**config.mk**
```make
export PLATFORM = sky130hd
export DESIGN_NAME = port_tx
export DESIGN_NICKNAME = d
export VERILOG_FILES = /design/src/rtl/port_tx.sv
export SDC_FILE = /design/constraint.sdc
export NUM_CORES = 1
export LEC_CHECK = 0
export CAP_MARGIN = 30
export CELL_PAD_IN_SITES_DETAIL_PLACEMENT = 1
export CELL_PAD_IN_SITES_GLOBAL_PLACEMENT = 2
export CORE_MARGIN = 5
export CORE_UTILIZATION = 44
export CTS_CLUSTER_SIZE = 24
export DETAILED_ROUTE_END_ITERATION = 12
export PLACE_DENSITY_LB_ADDON = 0.1
export SLEW_MARGIN = 30
export SYNTH_ARGS = -nofsm -noshare
export SYNTH_HDL_FRONTEND = slang
export SYNTH_SLANG_ARGS = --single-unit
```
**constraint.sdc**
```tcl
create_clock -name clk -period 4.9 [get_ports clk]
set_clock_uncertainty 0.15 [all_clocks]
set_input_delay 0.49 -clock clk [delete_from_list [all_inputs] [get_ports clk]]
set_output_delay 0.49 -clock clk [all_outputs]
set_load 0.02 [all_outputs]
```
**src/rtl/port_tx.sv**
```systemverilog
// Ingress transmitter for one switch port: buffers source words in a small FIFO
// and offers them to the switch one at a time, counting acks and timed-out drops.
module port_tx #(
   parameter int unsigned DATA_W      = 16,
   parameter int unsigned ADDR_W      = 16,
   parameter int unsigned DEPTH       = 4,
   parameter int unsigned TIMEOUT     = 16,
   parameter int unsigned AF_THROTTLE = 1
) (
   input  logic              clk,
   input  logic              reset,
   input  logic              src_valid,
   output logic              src_ready,
   input  logic [DATA_W-1:0] src_data,
   input  logic [ADDR_W-1:0] src_addr,
   output logic [DATA_W-1:0] data_in,
   output logic [ADDR_W-1:0] addr_in,
   output logic              wr_en,
   input  logic              data_rcv,
   input  logic              fifo_full,
   input  logic              fifo_af,
   output logic [15:0]       sent_cnt,
   output logic [7:0]        drop_cnt,
   output logic              timeout_err,
   output logic              busy
);

   localparam int unsigned PTR_W = (DEPTH > 1) ? $clog2(DEPTH) : 1;
   localparam int unsigned CNT_W = $clog2(DEPTH + 1);
   localparam int unsigned TMR_W = $clog2(TIMEOUT);

   typedef enum logic [1:0] {IDLE, SEND, GAP} state_t;

   state_t              state_q, state_d;
   logic [DATA_W-1:0]   data_mem_q [DEPTH];
   logic [DATA_W-1:0]   data_mem_d [DEPTH];
   logic [ADDR_W-1:0]   addr_mem_q [DEPTH];
   logic [ADDR_W-1:0]   addr_mem_d [DEPTH];
   logic [PTR_W-1:0]    wr_ptr_q, wr_ptr_d;
   logic [PTR_W-1:0]    rd_ptr_q, rd_ptr_d;
   logic [CNT_W-1:0]    count_q, count_d;
   logic [TMR_W-1:0]    timer_q, timer_d;
   logic [DATA_W-1:0]   data_in_q, data_in_d;
   logic [ADDR_W-1:0]   addr_in_q, addr_in_d;
   logic                wr_en_q, wr_en_d;
   logic [15:0]         sent_cnt_q, sent_cnt_d;
   logic [7:0]          drop_cnt_q, drop_cnt_d;
   logic                timeout_err_q, timeout_err_d;
   logic                push, pop, launch_ok;

   // Held low during reset so the source cannot hand over a word that would be lost.
   assign src_ready   = reset && (count_q < CNT_W'(DEPTH));
   assign busy        = (state_q != IDLE) || (count_q != '0);
   assign data_in     = data_in_q;
   assign addr_in     = addr_in_q;
   assign wr_en       = wr_en_q;
   assign sent_cnt    = sent_cnt_q;
   assign drop_cnt    = drop_cnt_q;
   assign timeout_err = timeout_err_q;

   assign push      = src_valid && src_ready;
   assign launch_ok = (count_q != '0) && !fifo_full && !((AF_THROTTLE != 0) && fifo_af);

   always_comb begin
      state_d       = state_q;
      data_mem_d    = data_mem_q;
      addr_mem_d    = addr_mem_q;
      wr_ptr_d      = wr_ptr_q;
      rd_ptr_d      = rd_ptr_q;
      count_d       = count_q;
      timer_d       = timer_q;
      data_in_d     = data_in_q;
      addr_in_d     = addr_in_q;
      wr_en_d       = wr_en_q;
      sent_cnt_d    = sent_cnt_q;
      drop_cnt_d    = drop_cnt_q;
      timeout_err_d = 1'b0;
      pop           = 1'b0;

      case (state_q)
         IDLE: begin
            if (launch_ok) begin
               pop       = 1'b1;
               data_in_d = data_mem_q[rd_ptr_q];
               addr_in_d = addr_mem_q[rd_ptr_q];
               wr_en_d   = 1'b1;
               timer_d   = '0;
               state_d   = SEND;
            end
         end
         SEND: begin
            if (data_rcv) begin
               sent_cnt_d = sent_cnt_q + 16'd1;
               wr_en_d    = 1'b0;
               state_d    = GAP;
            end else if (timer_q == TMR_W'(TIMEOUT - 1)) begin
               if (drop_cnt_q != 8'hFF) drop_cnt_d = drop_cnt_q + 8'd1;
               timeout_err_d = 1'b1;
               wr_en_d       = 1'b0;
               state_d       = GAP;
            end else begin
               timer_d = timer_q + TMR_W'(1);
            end
         end
         GAP:     state_d = IDLE;
         default: state_d = IDLE;
      endcase

      if (push) begin
         data_mem_d[wr_ptr_q] = src_data;
         addr_mem_d[wr_ptr_q] = src_addr;
         wr_ptr_d             = wr_ptr_q + PTR_W'(1);
      end
      if (pop) rd_ptr_d = rd_ptr_q + PTR_W'(1);

      case ({push, pop})
         2'b10:   count_d = count_q + CNT_W'(1);
         2'b01:   count_d = count_q - CNT_W'(1);
         default: count_d = count_q;
      endcase
   end

   always_ff @(posedge clk or negedge reset) begin
      if (!reset) begin
         state_q       <= IDLE;
         for (int unsigned i = 0; i < DEPTH; i++) begin
            data_mem_q[i] <= '0;
            addr_mem_q[i] <= '0;
         end
         wr_ptr_q      <= '0;
         rd_ptr_q      <= '0;
         count_q       <= '0;
         timer_q       <= '0;
         data_in_q     <= '0;
         addr_in_q     <= '0;
         wr_en_q       <= 1'b0;
         sent_cnt_q    <= '0;
         drop_cnt_q    <= '0;
         timeout_err_q <= 1'b0;
      end else begin
         state_q       <= state_d;
         data_mem_q    <= data_mem_d;
         addr_mem_q    <= addr_mem_d;
         wr_ptr_q      <= wr_ptr_d;
         rd_ptr_q      <= rd_ptr_d;
         count_q       <= count_d;
         timer_q       <= timer_d;
         data_in_q     <= data_in_d;
         addr_in_q     <= addr_in_d;
         wr_en_q       <= wr_en_d;
         sent_cnt_q    <= sent_cnt_d;
         drop_cnt_q    <= drop_cnt_d;
         timeout_err_q <= timeout_err_d;
      end
   end

endmodule

```
Yosys cells after proc, flatten, opt, wreduce, memory -nomap -nowiden. Index checks and enable logic that the tools add are counted. Widths: inputs -> output; s select.

$add $sub $neg: 7. Magnitude comparators: 4. Eq/ne operators: 9. Mux-type cells: 28. Bitwise logic cells: 3. Reductions and logical operators: 19.

Operator list (number): $bwmux 64 (2); $mux 16 (5); $bmux 16 s2 (2); $demux 16 s2 (1); $add 16x1->16 const B (1); $mux 4 (3); $add 8x1->8 const B (1); $mux 1 (8); $ne 8x8->1 const B (1); $pmux 4 s2 (1); $reduce_and 4->1 (2); $ge 3x3->1 const B (2); $mux 2 (3); $ne 2x2->1 const B (3); $not 2->3 (2); $pmux 3 s2 (1); $reduce_and 2->1 (3); $reduce_bool 2->1 (3); $logic_and 1x1->1 (5); $add 2x1->2 const B (2); $add 4x1->4 const B (1); $eq 2x1->1 const B (2); $eq 4x4->1 const B (1); $pmux 2 s2 (1); 13 further kinds (14).

Register bits after elaboration: 199. Input bits: 38. Output and inout bits: 60. Logic and storage cells: 89.

Longest topological paths before layout.
Depth after elaboration: 7. Mapped depth: 10. Gate-level depth less buffers: 9.

Worst setup path before layout. No wires, ideal clock.

Kind: in2reg. From: input fifo_full. To: register count_q[2]. Setup time: 0.079 ns. Data arrival time: 2.097 ns. Required time: 4.671 ns. Setup slack: 2.573 ns. Stages: 10. Path buffers: 1. Cells stage by stage: nor4_2 -> nand2b_2 -> inv_4 -> buf_4 -> ha_1 -> inv_1 -> fa_1 -> xor2_1 -> nor2_1 -> xor2_1.

Cells in the longest elaborated chain, start to end: 7. Elaborated cells between the ends (all ways): 9. Those cells by class: eq/ne (2); mux (3); reduce/logical (4).

Ends and longest elaborated chain: start, declared (RTL line 20) `input logic fifo_full,`; $logic_not 1->1 * (RTL line 62) `assign launch_ok = (count_q != '0) && !fifo_full && !((AF_THROTTLE != 0) && fifo_af);`; $logic_and 1x1->1 * (2 in a row) (RTL line 62); $mux 1 * (RTL line 82) `if (launch_ok) begin`; $mux 1 * (RTL line 80) `case (state_q)`; net pop (RTL line 49) `logic push, pop, launch_ok;`; $eq 2x1->1 / $eq 2x2->1 (equally long branches) (RTL line 116) `case ({push, pop})`; $pmux 3 s2 / $reduce_bool 2->1 (equally long branches); end signal, assigned (RTL line 146) `count_q <= count_d;`; end, declared (RTL line 41) `logic [CNT_W-1:0] count_q, count_d;`.

Mark *: on every way through the listed nets, which the timed path passes. The rest lies on a longest branch. A chain may end at the register's enable or synchronous reset.

Worst setup path in the final report.
From: input reset. To: register count_q[2].

Cells in the longest elaborated chain, start to end: 4. Elaborated cells between the ends (all ways): 6. Those cells by class: eq/ne (2); mux (1); reduce/logical (3).

Ends and longest elaborated chain: start, declared (RTL line 11) `input logic reset,`; $logic_and 1x1->1 * (RTL line 52) `assign src_ready = reset && (count_q < CNT_W'(DEPTH));`; $logic_and 1x1->1 * (RTL line 61) `assign push = src_valid && src_ready;`; $eq 2x1->1 / $eq 2x2->1 (equally long branches) (RTL line 116); $pmux 3 s2 / $reduce_bool 2->1 (equally long branches).

Mark *: on every way between the ends. The rest lies on a longest branch, timed or not.

==> flow_results.xml <==
<?xml version="1.0" encoding="UTF-8"?>
<metrics>
  <group name="outcome">
    <metric name="run_status" unit="">finished clean</metric>
  </group>
  <group name="logic_synthesis">
    <metric name="synth_sequential_area_ratio" unit="%">57.8</metric>
    <metric name="synthesis.instances" unit="">544</metric>
    <metric name="leading_post_synthesis_cells_by_cell_area" unit="">sky130_fd_sc_hd__dfrtp_1 58%, sky130_fd_sc_hd__mux2_2 15%, sky130_fd_sc_hd__mux4_2 8.4%, sky130_fd_sc_hd__mux2_1 5.9%, sky130_fd_sc_hd__xnor2_1 1.8%</metric>
    <metric name="synth_top_area_share" unit="%">57.8</metric>
    <metric name="synthMostInstantiatedCell" unit="">sky130_fd_sc_hd__dfrtp_1</metric>
    <metric name="cell_taking_the_most_area_after_synthesis" unit="">sky130_fd_sc_hd__dfrtp_1</metric>
    <metric name="synth_edf_count" unit="">0</metric>
    <metric name="mappedNetlistArea" unit="mm^2">0.00861</metric>
    <metric name="post_synth_num_cell_types" unit="">37</metric>
    <metric name="ys_ff_latch" unit="">199</metric>
    <metric name="post_synth_most_frequent_cells" unit="">199 x sky130_fd_sc_hd__dfrtp_1, 117 x sky130_fd_sc_hd__mux2_2, 45 x sky130_fd_sc_hd__mux2_1</metric>
    <metric name="yosysWarningCount" unit="">0</metric>
    <metric name="mappedNetlistNets" unit="">591</metric>
    <metric name="synth_top_flop_cell" unit="">sky130_fd_sc_hd__dfrtp_1</metric>
    <metric name="syn_avg_cell_area" unit="um^2">15.8</metric>
    <metric name="ys_async_sr_fraction" unit="%">100</metric>
  </group>
  <group name="floorplan">
    <metric name="die_width" unit="um">150</metric>
    <metric name="std_cell_rows" unit="">51</metric>
    <metric name="core_area" unit="mm^2">0.0193</metric>
    <metric name="floorplan.die_area" unit="mm^2">0.0225</metric>
    <metric name="ports" unit="">98</metric>
    <metric name="floorplan.die.height" unit="um">150</metric>
    <metric name="initial_utilization" unit="%">44.5</metric>
  </group>
  <group name="detailed_routing">
    <metric name="drt-vias-per-instance" unit="">5.25</metric>
    <metric name="iteration_0_drc_count_of_the_detailed_router" unit="">154</metric>
    <metric name="vias_after_detailed_routing" unit="">4819</metric>
    <metric name="antenna_violating_nets_post_route" unit="">0</metric>
    <metric name="drt-pass1-iter-count" unit="">6</metric>
    <metric name="wl_per_cell" unit="um">19.7</metric>
    <metric name="drt_drc_violations_left" unit="">0</metric>
    <metric name="final_routed_wirelength_across_all_metal_layers" unit="um">18100</metric>
  </group>
  <group name="finish">
    <metric name="nNetsFinal" unit="">687</metric>
    <metric name="layout-drive-gt1-share" unit="%">30.5</metric>
    <metric name="finalInstanceArea" unit="mm^2">0.0103</metric>
    <metric name="antennaDiodeCount" unit="">0</metric>
    <metric name="area.growth.synth_to_final" unit="%">19.8</metric>
  </group>
  <group name="setup_path">
    <metric name="rr_startpoint" unit="">state_q[0]$_DFFE_PN0P_</metric>
    <metric name="timing_worst_setup_path_type" unit="">primary input to flip-flop</metric>
    <metric name="worst-endpoint-required" unit="ns">5.06</metric>
    <metric name="start_kind" unit="">primary input</metric>
    <metric name="worst_setup_path_startpoint" unit="">reset</metric>
    <metric name="critical_path_peak_fanout" unit="">67</metric>
    <metric name="timing.critical_path.to" unit="">count_q[2]$_DFFE_PN0P_</metric>
    <metric name="regToRegEndpoint" unit="">count_q[2]$_DFFE_PN0P_</metric>
    <metric name="endpoint_kind" unit="">flip-flop</metric>
    <metric name="data_arrival_time_of_the_critical_path" unit="ns">3.25</metric>
    <metric name="r2r_cells" unit="">9</metric>
    <metric name="timing.reg2reg.setup_slack" unit="ns">2.11</metric>
  </group>
  <group name="cts">
    <metric name="cts_buf_count" unit="">17</metric>
    <metric name="cts.htree.levels" unit="">4</metric>
    <metric name="tritoncts" unit="">yes</metric>
    <metric name="worstSkewPairLatency" unit="ns">0.43</metric>
    <metric name="ctsLongestPathBuffers" unit="">2</metric>
    <metric name="clock_tree_root_driver_cell" unit="">sky130_fd_sc_hd__clkbuf_16</metric>
    <metric name="clk_pin_slew_worst_paths" unit="ns">0.07</metric>
    <metric name="cts.repair.resized" unit="">0</metric>
    <metric name="cts.sinks" unit="">199</metric>
  </group>
  <group name="placed_design">
    <metric name="io_buffer_count" unit="">97</metric>
    <metric name="postPlaceCellArea" unit="mm^2">0.00975</metric>
    <metric name="gp_congestion" unit="">0.720</metric>
    <metric name="dp.final_hpwl" unit="um">11400</metric>
  </group>
  <group name="global_route">
    <metric name="number_of_global_route_vias_before_repair" unit="">5571</metric>
    <metric name="first_pass_grt_wire_length" unit="um">30300</metric>
    <metric name="global_route_overflow" unit="">0</metric>
    <metric name="total_routing_usage_gr" unit="%">17.3</metric>
    <metric name="grt_start_max_net_pins" unit="">69</metric>
    <metric name="initial_antenna_violation_count" unit="">0</metric>
  </group>
  <group name="sta">
    <metric name="clock.fmax" unit="GHz">0.324</metric>
    <metric name="finalHoldViolCount" unit="">0</metric>
    <metric name="report.final.slew_viol_count" unit="">0</metric>
    <metric name="max-slew-margin-rel" unit="%">35.3</metric>
    <metric name="setup_violations" unit="">0</metric>
    <metric name="final_min_period" unit="ns">3.09</metric>
    <metric name="max_slew.worst_pin.slew" unit="ns">0.971</metric>
    <metric name="layout_worst_path_cycle_share" unit="%">63.0</metric>
    <metric name="grt_setup_unrepaired" unit="">no</metric>
    <metric name="totalNegativeSetupSlack" unit="ns">0</metric>
  </group>
  <group name="hold_path">
    <metric name="worst_hold_path_type" unit="">flip-flop to flip-flop</metric>
    <metric name="hold_depth" unit="">1</metric>
  </group>
  <group name="power_and_ir_drop">
    <metric name="power_density" unit="mW/mm^2">607</metric>
    <metric name="power.ir.vdd_worst" unit="V">0.000270</metric>
    <metric name="p_leak" unit="nW">4.50</metric>
  </group>
  <group name="flow_run">
    <metric name="timing.max_cap.violations" unit="">0</metric>
  </group>
</metrics>
==> flip-flops by register name (all words and copies together), names as in the netlist <==
name         cells
addr_mem_q      64
data_mem_q      64
addr_in         16
data_in         16
sent_cnt        16
drop_cnt         8
timer_q          4
count_q          3
rd_ptr_q         2
state_q          2
wr_ptr_q         2
timeout_err      1
wr_en            1
==> layout by cell type (no fill, tap or decap), types with 3 or more instances in the layout <==
cell type,netlist,layout
sky130_fd_sc_hd__clkinv_4,0,6
sky130_fd_sc_hd__xor2_1,9,9
sky130_fd_sc_hd__o21ai_0,3,3
sky130_fd_sc_hd__clkbuf_16,0,17
sky130_fd_sc_hd__inv_1,10,10
sky130_fd_sc_hd__dfrtp_1,199,197
sky130_fd_sc_hd__xnor2_1,18,18
sky130_fd_sc_hd__mux4_2,32,32
sky130_fd_sc_hd__and3_1,3,3
sky130_fd_sc_hd__nand3_1,10,10
sky130_fd_sc_hd__nor2_1,13,13
sky130_fd_sc_hd__clkdlybuf4s50_1,0,96
sky130_fd_sc_hd__nand4_1,4,4
sky130_fd_sc_hd__mux2_2,117,117
sky130_fd_sc_hd__nand2_4,0,4
sky130_fd_sc_hd__nand2_1,20,20
sky130_fd_sc_hd__mux2_1,45,45
sky130_fd_sc_hd__ha_1,8,8
sky130_fd_sc_hd__clkinvlp_4,0,3
sky130_fd_sc_hd__mux2i_1,3,3
==> through the flow <==
step / hold WS [ns] / worst slack [ns] / util [%] / total power [mW] / instances
final: 0.321 / 1.81 / 53.4 / 6.27 / 918
after global routing: 0.358 / 1.59 / 53.4 / 6.66 / 918
after CTS: 0.326 / 1.78 / 53.4 / 6.36 / 918
after detailed placement: 0.314 / 1.73 / 50.4 / 5.01 / 885
after global placement: 0.316 / 1.76 / 50.3 / 4.86 / 885
after floorplan: 0.0444 / 2.57 / - / 4.26 / 544
==> critical path: stages <==
cell and delay, ns:
sky130_fd_sc_hd__dlygate4sd3_1 0.55, sky130_fd_sc_hd__clkbuf_8 0.48, sky130_fd_sc_hd__nor2b_1 0.23, sky130_fd_sc_hd__and2_1 0.52
sky130_fd_sc_hd__inv_1 0.11, sky130_fd_sc_hd__ha_1 0.25, sky130_fd_sc_hd__inv_1 0.07, sky130_fd_sc_hd__fa_1 0.18
sky130_fd_sc_hd__xor2_1 0.15, sky130_fd_sc_hd__nor2_1 0.06, sky130_fd_sc_hd__xor2_1 0.14
==> repair_timing <==
item / CTS / global route
setup buffers: 0 / 0
hold endpoints to repair: 65 / 0
endpoints found under the setup margin: 0 / 0
hold buffers: 1 / 0
==> report_power, final <==
| part | internal, mW | switching (mW) | total, mW |
|---|---|---|---|
| Combinational | 1.29 | 0.821 | 2.11 |
| Clock | 0.679 | 0.648 | 1.33 |
| Sequential | 2.36 | 0.476 | 2.84 |
| Total | 4.32 | 1.94 | 6.27 |
==> cells by family (layout without fill, tap and decap cells) <==
kind of cell / Yosys count / in the layout / synth area share [%]
simple gates: 70 / 70 / 4.65
compound gates: 7 / 7 / 0.480
xor+xnor: 27 / 27 / 2.75
buf+inv: 35 / 144 / 2.99
mux: 197 / 197 / 29.9
flops: 199 / 199 / 57.8
fa+ha+maj: 9 / 9 / 1.39
==> layer usage <==
metal,share of wire [%],track usage (%)
met1,45,23.1
met2,50,28.9
met3,3.4,3.30
met4,1.1,5.35
met5,0,0
==> how the worst min path moves through the flow <==
stage	start	endpoint	slack, ns
final	sent_cnt[15]$_DFFE_PN0P_	sent_cnt[15]$_DFFE_PN0P_	0.32
after global routing	sent_cnt[15]$_DFFE_PN0P_	sent_cnt[15]$_DFFE_PN0P_	0.36
after CTS	sent_cnt[15]$_DFFE_PN0P_	sent_cnt[15]$_DFFE_PN0P_	0.33
after detailed placement	sent_cnt[15]$_DFFE_PN0P_	sent_cnt[15]$_DFFE_PN0P_	0.31
after global placement	sent_cnt[15]$_DFFE_PN0P_	sent_cnt[15]$_DFFE_PN0P_	0.32
after floorplan	reset	addr_in[0]$_DFFE_PN0P_	0.04
==> layout make-up <==
| cell class | count | area, um^2 |
|---|---|---|
| multi-input combinational | 310 | 3390 |
| clock buffer | 19 | 443 |
| fill | 1852 | 9010 |
| sequential | 199 | 4980 |
| inverter | 11 | 43.8 |
| clock inverter | 13 | 115 |
| tap | 265 | 332 |
| timing repair buffer | 101 | 1010 |
Note: power is estimated with default switching activity, not from simulation.
